$ cat src/rtl/qed_chk_pkg.sv
// Shared types and constants for the SQED commit-side consistency checker.
package qed_chk_pkg;

  typedef enum logic [1:0] {
    ERR_NONE      = 2'd0,
    ERR_MISMATCH  = 2'd1,
    ERR_UNDERFLOW = 2'd2,
    ERR_OVERFLOW  = 2'd3
  } qed_err_e;

  localparam logic [4:0] DUP_OFFSET = 5'd16;
  localparam int QED_DATA_W = 32;

  typedef struct packed {
    logic [3:0]            addr;
    logic [QED_DATA_W-1:0] data;
  } qed_entry_t;

  // Flat storage width of one pending-original entry.
  function automatic int entry_w(input int data_w);
    return data_w + 4;
  endfunction

endpackage

$ cat src/rtl/qed_wb_fifo.sv
// Pending-original queue: occupancy-tracked FIFO with a combinational head view.
module qed_wb_fifo
  import qed_chk_pkg::*;
#(
  parameter int DEPTH = 16,
  parameter int W     = 36,
  localparam int AW   = $clog2(DEPTH),
  localparam int LW   = AW + 1
) (
  input  logic          clk,
  input  logic          rst,
  input  logic          push,
  input  logic          pop,
  input  logic [W-1:0]  din,
  output logic [W-1:0]  head,
  output logic [LW-1:0] level,
  output logic          full,
  output logic          empty
);

  localparam logic [AW-1:0] PTR_ONE = AW'(1);
  localparam logic [LW-1:0] LVL_ONE = LW'(1);
  localparam logic [LW-1:0] LVL_MAX = LW'(DEPTH);

  logic [W-1:0]  mem_r [DEPTH];
  logic [AW-1:0] wr_ptr_r;
  logic [AW-1:0] rd_ptr_r;
  logic [LW-1:0] level_r;
  logic          do_push_s;
  logic          do_pop_s;

  // Guard pointer movement against full/empty; pointers wrap modulo DEPTH.
  always_comb begin
    do_push_s = push && (level_r != LVL_MAX);
    do_pop_s  = pop && (level_r != {LW{1'b0}});
  end

  // Pointer and occupancy state.
  always_ff @(posedge clk or negedge rst) begin
    if (!rst) begin
      wr_ptr_r <= {AW{1'b0}};
      rd_ptr_r <= {AW{1'b0}};
      level_r  <= {LW{1'b0}};
    end else begin
      if (do_push_s) begin
        wr_ptr_r <= wr_ptr_r + PTR_ONE;
      end
      if (do_pop_s) begin
        rd_ptr_r <= rd_ptr_r + PTR_ONE;
      end
      if (do_push_s && !do_pop_s) begin
        level_r <= level_r + LVL_ONE;
      end else if (do_pop_s && !do_push_s) begin
        level_r <= level_r - LVL_ONE;
      end else begin
        level_r <= level_r;
      end
    end
  end

  // Entry storage; contents are meaningless until written, so no reset.
  always_ff @(posedge clk) begin
    if (do_push_s) begin
      mem_r[wr_ptr_r] <= din;
    end
  end

  assign head  = mem_r[rd_ptr_r];
  assign level = level_r;
  assign full  = (level_r == LVL_MAX);
  assign empty = (level_r == {LW{1'b0}});

endmodule

$ cat config.mk
export PLATFORM = sky130hd
export DESIGN_NAME = qed_wb_fifo
export DESIGN_NICKNAME = d
export VERILOG_FILES = /design/src/rtl/qed_chk_pkg.sv /design/src/rtl/qed_wb_fifo.sv
export SDC_FILE = /design/constraint.sdc
export NUM_CORES = 1
export LEC_CHECK = 0
export ABC_AREA = 0
export CORE_MARGIN = 2
export CORE_UTILIZATION = 45
export DETAILED_ROUTE_END_ITERATION = 10
export HOLD_SLACK_MARGIN = 0.12
export PLACE_DENSITY_LB_ADDON = 0.08
export SLEW_MARGIN = 20
export SYNTH_ARGS = -nofsm -noshare
export SYNTH_HDL_FRONTEND = slang
export SYNTH_SLANG_ARGS = --single-unit
export TNS_END_PERCENT = 100
$ cat constraint.sdc
create_clock -name clk -period 7.6 [get_ports clk]
set_input_delay 1.52 -clock clk [delete_from_list [all_inputs] [get_ports clk]]
set_output_delay 1.52 -clock clk [all_outputs]
set_load 0.03 [all_outputs]
==> metrics.log, run 1 <==
INFO  metric maximum_buffer_depth_of_the_clock_tree = 3
INFO  metric critPathArrivalTime = 3930 ps
INFO  metric initial_core_util = 45.6%
INFO  metric synth_seq_cells = 589
INFO  metric critical_path_class = reg2out
INFO  metric root_buffer = sky130_fd_sc_hd__clkbuf_16
INFO  metric slew_limit_headroom = 32.8%
INFO  metric detail_route.drc_violations = 0
INFO  metric mostFrequentLayoutCells = sky130_fd_sc_hd__edfxtp_1 (576), sky130_fd_sc_hd__mux2i_1 (145), sky130_fd_sc_hd__clkdlybuf4s50_1 (82), sky130_fd_sc_hd__mux4_2 (72), sky130_fd_sc_hd__clkbuf_16 (59)
INFO  metric area.growth.synth_to_final = 15.1%
INFO  metric fmaxAchievable = 184 MHz
INFO  metric worst-r2r-setup-slack = 4580 ps
INFO  metric crit_slowest_cell = sky130_fd_sc_hd__buf_4
INFO  metric worst_r2r_endpoint = mem_r[0][14]$_DFFE_PP_
INFO  metric synthCells = 1123
INFO  metric fp.dieH = 230 um
INFO  metric synth_cell_types = 37
INFO  metric clock_skew = 15.7 ps
INFO  metric core_region_area = 0.0502 mm2
INFO  metric cts_made_buffers = 59
INFO  metric grt_pass1_vias = 11.4k
INFO  metric yosysSeqAreaShare = 77.0%
INFO  metric ctsHoldBuffers = 0
INFO  metric via_count = 11.1k
INFO  metric route.antenna.remaining_nets = 0
INFO  metric warnings_from_yosys = 0
INFO  metric cts.clk_slew.worst_paths = 60 ps
INFO  metric number_of_antenna_violations_at_the_first_check_in_global_routing = 0
INFO  metric final_cells = 1950
INFO  metric globalRoute.totalOverflow = 0
INFO  metric maxSlewViolCount = 0
INFO  metric insertedDiodeCount = 0
INFO  metric final_common_cell = sky130_fd_sc_hd__edfxtp_1
INFO  metric timing.max_cap.violations = 0
INFO  metric critical_path.cell_chain = buf_4 -> mux2i_1 -> a221oi_1 -> o21ai_0 -> nand2_1 -> clkdlybuf4s50_1
INFO  metric hold_path_cell_cnt = 2
INFO  metric setup_tns = 0 ps
INFO  metric synth-edff-count = 576
INFO  metric leakagePower = 8.68 nW
INFO  metric crit_path_max_fanout = 54
INFO  metric placement_rows = 82
INFO  metric final_min_period_over_clock_period = 71.6%
INFO  metric hpwl = 26300 um
INFO  metric post_route_cells_drive_above_1_share = 17.7%
INFO  metric global_route_wire_length_before_repair = 74900 um
INFO  metric drt_pass1_iterations = 5
INFO  metric design.portCount = 83
INFO  metric detail_route.wirelength = 50600 um
INFO  metric port_buffers = 82
INFO  metric number_of_design_rule_violations_left_by_the_first_detailed_router_iteration = 883
INFO  metric maximum_number_of_pins_on_one_net_before_global_route_repair = 81
INFO  metric power_density = 394 mW/mm2
INFO  metric synth_top_flop_cell = sky130_fd_sc_hd__edfxtp_1
INFO  metric layout.nets = 1281
INFO  metric placedCellCount = 1842
INFO  metric number_of_buffers_added_for_setup_after_cts = 0
INFO  metric wl_per_cell = 26.0 um
INFO  metric mappedNetlistNets = 1173
INFO  metric report.final.hold_viol_count = 0
INFO  metric finalWorstPathRequiredPeriod = 5450 ps
INFO  metric clock_sinks = 589
INFO  metric min-delay-start = level[2]$_DFFE_PN0P_
INFO  metric max-vdd-ir-drop = 324 uV
INFO  metric tritoncts = done
INFO  metric async_s_r_ff_share_synth = 2.21%
INFO  metric setup.worst_path.start_class = flip-flop
INFO  metric setup_violations = 0
INFO  metric ff2ff_path_depth = 5
INFO  metric worst_hold_path.endpoint = level[2]$_DFFE_PN0P_
INFO  metric critical_path_required = 6080 ps
INFO  metric cts_repair_resize_count = 0
INFO  metric status = finished, final reports clean
INFO  metric syn-mean-instance-area = 20.4 um2
INFO  metric grt_setup_unrepaired = no
INFO  metric drt_via_density = 5.67
INFO  metric hp-class = reg2reg
INFO  metric path_delay_family = buffers and inverters
INFO  metric critical_path_buf_inv_count = 2
INFO  metric worstSkewPairLatency = 620 ps
INFO  metric worst_setup_path_end_kind = primary output
INFO  metric critical_path.max_stage_delay = 840 ps
INFO  metric place.gp.congestion = 0.720
INFO  metric cts_htree_levels = 2
INFO  metric synth.cell_area = 0.0229 mm2
INFO  metric r2r_start = level[0]$_DFFE_PN0P_
INFO  metric overall_die_area = 0.0527 mm2
INFO  metric worst_pin_slew = 1010 ps
INFO  metric die_width = 230 um
INFO  metric grt_use_total = 19.4%
==> synth_stat cells, types with 13 or more instances <==
| cell | number | area, um2 |
|---|---|---|
| sky130_fd_sc_hd__a22oi_1 | 36 | 270 |
| sky130_fd_sc_hd__clkbuf_1 | 22 | 82.6 |
| sky130_fd_sc_hd__mux2i_1 | 145 | 1450 |
| sky130_fd_sc_hd__o21ai_0 | 21 | 105 |
| sky130_fd_sc_hd__a221oi_2 | 18 | 270 |
| sky130_fd_sc_hd__edfxtp_1 | 576 | 17300 |
| sky130_fd_sc_hd__a221oi_1 | 54 | 473 |
| sky130_fd_sc_hd__mux4_2 | 72 | 1620 |
| sky130_fd_sc_hd__nor2_1 | 15 | 56.3 |
| sky130_fd_sc_hd__dfrtp_1 | 13 | 325 |
| sky130_fd_sc_hd__nand2_1 | 48 | 180 |
| sky130_fd_sc_hd__o21ai_1 | 18 | 90.1 |
==> cells by family (layout without fill, tap and decap cells) <==
family / after synthesis / after routing / synth area share, %
flops: 589 / 589 / 77.0
mux: 218 / 218 / 13.5
compound gates: 153 / 153 / 5.47
simple gates: 76 / 76 / 1.37
buf+inv: 67 / 222 / 1.78
fa+ha+maj: 10 / 10 / 0.579
xor+xnor: 10 / 10 / 0.383
==> per-layer routing <==
metal	wire length [um]	GRT usage, %	share of wire [%]
met4	837	4.38	1.7
met5	0	0	0
met1	22700	27.2	45
met3	2060	3.27	4.1
met2	25000	31.9	49
==> flip-flops by register name (all words and copies together), names as in the netlist <==
register,cells
level,5
mem_r,576
rd_ptr_r,4
wr_ptr_r,4
==> through the flow <==
step / hold slack [ps] / setup slack, ps / cell area (um2) / utilization [%] / power (mW)
2_1_floorplan: 574 / 2630 / 22900 / - / 6.57
3_3_place_gp: 553 / 2710 / 24500 / 48.9 / 7.77
3_5_place_dp: 561 / 2710 / 24500 / 48.9 / 7.79
4_1_cts: 576 / 2030 / 26400 / 52.5 / 10.5
5_1_grt: 613 / 1830 / 26400 / 52.5 / 10.9
6_report: 570 / 2150 / 26400 / 52.5 / 10.4
==> worst max path at each step <==
stage / start / endpoint / cells past startpoint
2_1_floorplan: push / mem_r[3][0]$_DFFE_PP_ / 3
5_1_grt: rd_ptr_r[0]$_DFFE_PN0P_ / head[11] / 6
3_3_place_gp: rd_ptr_r[0]$_DFFE_PN0P_ / head[11] / 6
3_5_place_dp: rd_ptr_r[0]$_DFFE_PN0P_ / head[11] / 6
4_1_cts: rd_ptr_r[0]$_DFFE_PN0P_ / head[11] / 6
6_report: rd_ptr_r[0]$_DFFE_PN0P_ / head[11] / 6
==> report_power, final <==
group | switching (mW) | internal (mW) | leakage (nW)
combinational | 2.11 | 1.41 | 2.43
clock | 1.18 | 1.55 | 0.894
sequential | 0.217 | 3.93 | 5.35
==> area by class of cell <==
| class | instances | area [um2] |
|---|---|---|
| timing repair buffer | 109 | 1060 |
| clock buffer | 73 | 1560 |
| tap | 672 | 841 |
| inverter | 5 | 18.8 |
| sequential | 589 | 17600 |
| fill | 4003 | 23800 |
| clock inverter | 35 | 246 |
| multi-input combinational | 467 | 5000 |
==> worst register-to-register path: stages (launching register included) <==
cell and delay (ps):
sky130_fd_sc_hd__dfrtp_1 470, sky130_fd_sc_hd__nor4_1 130, sky130_fd_sc_hd__a21boi_2 430, sky130_fd_sc_hd__nand2_1 350, sky130_fd_sc_hd__nor3_4 660, sky130_fd_sc_hd__buf_4 590
Power figures use the tool's default switching activity.
==> run 2, diff against run 1 <==
==> constraint.sdc (replaced) <==
create_clock -name clk -period 4.8 [get_ports clk]
set_input_delay 0.96 -clock clk [delete_from_list [all_inputs] [get_ports clk]]
set_output_delay 0.96 -clock clk [all_outputs]
set_load 0.03 [all_outputs]
==> run 2 against run 1 <==
Effect of this change:
- critical path depth unchanged
- die area unchanged
- count of clock-buffer cells in the layout grew 5
- clock skew rose by 11 ps
- non-clock buffer count is 14 higher
- cell area grew 1.2%
- register-to-register slack lost 2700 ps
- clock power rose by 65%
- worst hold slack better by 3.1 ps
- power increased by 61%
- critical path type unchanged
- critical endpoint is now head[5]
==> metrics.log, run 2 (synthesis results as in run 1) <==
INFO  metric root_buffer = sky130_fd_sc_hd__clkbuf_16
INFO  metric place.gp.congestion = 0.717 (-0.46%)
INFO  metric wl_per_cell = 25.0 um (-3.5%)
INFO  metric status = finished, final reports clean
INFO  metric hpwl = 26600 um (+0.96%)
INFO  metric hp-class = reg2reg
INFO  metric largest_register = mem_r
INFO  metric power.share.clock = 27.0% (+0.7 points)
INFO  metric largest_reg_flops = 576 (unchanged)
INFO  metric globalRoute.totalOverflow = 0 (unchanged)
INFO  metric critical_path.max_stage_delay = 770 ps (-70 ps)
INFO  metric detail_route.drc_violations = 0 (unchanged)
INFO  metric maximum_buffer_depth_of_the_clock_tree = 3 (unchanged)
INFO  metric worstSkewPairLatency = 610 ps (about the same)
INFO  metric number_of_design_rule_violations_left_by_the_first_detailed_router_iteration = 787 (-11%)
INFO  metric critical_path_buf_inv_count = 2 (unchanged)
INFO  metric maxSlewViolCount = 0 (unchanged)
INFO  metric cts_htree_levels = 2 (unchanged)
INFO  metric finalWorstPathRequiredPeriod = 4490 ps
INFO  metric via_count = 11.0k (-0.72%)
INFO  metric placement_rows = 82 (unchanged)
INFO  metric n_fill_cell = 3959 (-1.1%)
INFO  metric critical_path.cell_chain = and2_4 -> buf_4 -> a221oi_1 -> a22oi_1 -> nand2_1 -> clkdlybuf4s50_1
INFO  metric clock_sinks = 589 (unchanged)
INFO  metric worst_setup_path_end_kind = primary output
INFO  metric number_of_antenna_violations_at_the_first_check_in_global_routing = 2 (+2)
INFO  metric post_route_cells_drive_above_1_share = 18.2% (+0.50 points)
INFO  metric layout.nets = 1297 (+1.2%)
INFO  metric route.antenna.remaining_nets = 0 (unchanged)
INFO  metric global_route_wire_length_before_repair = 74000 um (-1.2%)
INFO  metric crit_path_max_fanout = 44 (-19%)
INFO  metric final_min_period_over_clock_period = 93.5%
INFO  metric slew_limit_headroom = 32.7% (-0.15 points)
INFO  metric combPwrFrac = 34.4% (+0.5 points)
INFO  metric power_density = 626 mW/mm2 (+59%)
INFO  metric critical_path_class = reg2out
INFO  metric critPathArrivalTime = 3530 ps (-400 ps)
INFO  metric initial_core_util = 45.6% (unchanged)
INFO  metric tritoncts = done
INFO  metric overall_die_area = 0.0527 mm2 (unchanged)
INFO  metric setup_violations = 0 (unchanged)
INFO  metric area.growth.synth_to_final = 16.4%
INFO  metric cts.clk_slew.worst_paths = 60 ps (about the same)
INFO  metric core_region_area = 0.0502 mm2 (unchanged)
INFO  metric ctsHoldBuffers = 0 (unchanged)
INFO  metric clock_skew = 26.6 ps (+10.9 ps)
INFO  metric worst_pin_slew = 1010 ps (+0.846 ps)
INFO  metric switching_power = 5.53 mW (+57%)
INFO  metric setup_tns = 0 ps (unchanged)
INFO  metric grt_use_total = 18.9% (-0.41 points)
INFO  metric fmaxAchievable = 223 MHz
INFO  metric mostFrequentLayoutCells = sky130_fd_sc_hd__edfxtp_1 (576), sky130_fd_sc_hd__mux2i_1 (145), sky130_fd_sc_hd__clkdlybuf4s50_1 (82), sky130_fd_sc_hd__mux4_2 (72), sky130_fd_sc_hd__clkbuf_16 (61)
INFO  metric fp.dieH = 230 um (unchanged)
INFO  metric report.final.hold_viol_count = 0 (unchanged)
INFO  metric maximum_number_of_pins_on_one_net_before_global_route_repair = 64 (-21%)
INFO  metric drt_pass1_iterations = 5 (unchanged)
INFO  metric p_int = 11.2 mW (+62%)
INFO  metric cts_repair_resize_count = 0 (unchanged)
INFO  metric power.sequential.fraction = 38.6% (-1.3 points)
INFO  metric port_buffers = 82 (unchanged)
INFO  metric power_switching_share = 33.1% (-0.68 points)
INFO  metric grt_setup_unrepaired = no
INFO  metric setup.worst_path.start_class = flip-flop
INFO  metric detail_route.wirelength = 49200 um (-2.7%)
INFO  metric crit_slowest_cell = sky130_fd_sc_hd__dfrtp_2
INFO  metric hold_slack = 573 ps (+3.12 ps)
INFO  metric cts_made_buffers = 61 (+3.4%)
INFO  metric grt_pass1_vias = 11.4k (+0.33%)
INFO  metric path_delay_family = buffers and inverters
INFO  metric number_of_buffers_added_for_setup_after_cts = 0 (unchanged)
INFO  metric critical_path_required = 3840 ps (-2240 ps)
INFO  metric final_common_cell = sky130_fd_sc_hd__edfxtp_1
INFO  metric max-vdd-ir-drop = 399 uV (+23%)
INFO  metric design.portCount = 83 (unchanged)
INFO  metric timing.max_cap.violations = 0 (unchanged)
INFO  metric leakagePower = 8.80 nW (+1.4%)
INFO  metric die_width = 230 um (unchanged)
INFO  metric drt_via_density = 5.59 (-1.5%)
run 2: cell types whose count changed in the layout (fill, tap and decap cells not counted):
cell / before / now
sky130_fd_sc_hd__buf_12: 3 / 13
sky130_fd_sc_hd__buf_4: 24 / 28
sky130_fd_sc_hd__bufinv_16: 3 / 6
sky130_fd_sc_hd__clkbuf_1: 11 / 17
sky130_fd_sc_hd__clkbuf_16: 59 / 61
sky130_fd_sc_hd__clkbuf_8: 3 / 0
sky130_fd_sc_hd__clkinv_1: 14 / 13
sky130_fd_sc_hd__clkinv_2: 14 / 8
sky130_fd_sc_hd__diode_2: 0 / 1
sky130_fd_sc_hd__inv_6: 3 / 2
sky130_fd_sc_hd__nor3_2: 3 / 4
sky130_fd_sc_hd__nor3_4: 1 / 0
run 2: final cells by class:
class                   count  area [um2]  area share [%]
diodes                      1        2.50         0.00939
clock buffers              78        1590            5.97
clock inverters            30         294            1.10
inverters                   5        18.8          0.0704
multi-input cells         467        4990            18.7
flip-flops and latches    589       17600            66.1
well taps                 672         841            3.15
repair buffers            123        1290            4.84
run 2: per-stage QoR:
stage / power, mW / util, % / std cells / worst slack (ps) / cell area [um2]
after floorplan: 10.4 / - / 1123 / 393 / 22900
after global placement: 12.4 / 49.4 / 1856 / 912 / 24800
after detailed placement: 12.4 / 49.4 / 1856 / 936 / 24800
after CTS: 16.9 / 53.1 / 1964 / 250 / 26700
after global routing: 17.5 / 53.1 / 1964 / 132 / 26700
final: 16.7 / 53.1 / 1965 / 310 / 26700
run 2: worst paths after layout:
check / to / slack, ps / cells after the start / from
worst max-delay path: head[5] / 310 / 6 / rd_ptr_r[2]$_DFFE_PN0P_
worst min-delay path: level[4]$_DFFE_PN0P_ / 570 / 1 / level[4]$_DFFE_PN0P_
worst max register to register: level[4]$_DFFE_PN0P_ / 1870 / 10 / level[1]$_DFFE_PN0P_
worst min register to register: level[4]$_DFFE_PN0P_ / 570 / 1 / level[4]$_DFFE_PN0P_
max in group asynchronous: rd_ptr_r[1]$_DFFE_PN0P_ / 3560 / 1 / rst
min in group asynchronous: level[2]$_DFFE_PN0P_ / 750 / 1 / rst
run 2: power by group through the flow:
stage | sequential (mW) | combinational [mW] | clock [mW]
floorplan | 6.49 | 3.92 | 0
global placement | 6.54 | 5.82 | 0
detailed placement | 6.56 | 5.83 | 0
CTS | 6.45 | 5.85 | 4.61
global route | 6.49 | 6.17 | 4.81
finish | 6.45 | 5.74 | 4.51
run 2: routing by layer:
layer / share of wire, % / track usage [%]
met4: 1.5 / 4.02
met2: 48 / 31.2
met3: 4.3 / 3.34
met5: 0.033 / 0
met1: 46 / 26.6
run 2: worst register-to-register path, cell delays in order, from the launching register on:
cell,delay [ps]
sky130_fd_sc_hd__dfrtp_1,440
sky130_fd_sc_hd__or4_1,560
sky130_fd_sc_hd__o21a_1,260
sky130_fd_sc_hd__inv_2,110
sky130_fd_sc_hd__ha_1,170
sky130_fd_sc_hd__inv_1,110
sky130_fd_sc_hd__fa_1,420
sky130_fd_sc_hd__a21o_1,190
sky130_fd_sc_hd__a21oi_1,210
sky130_fd_sc_hd__mux2i_1,250
sky130_fd_sc_hd__xnor2_1,130
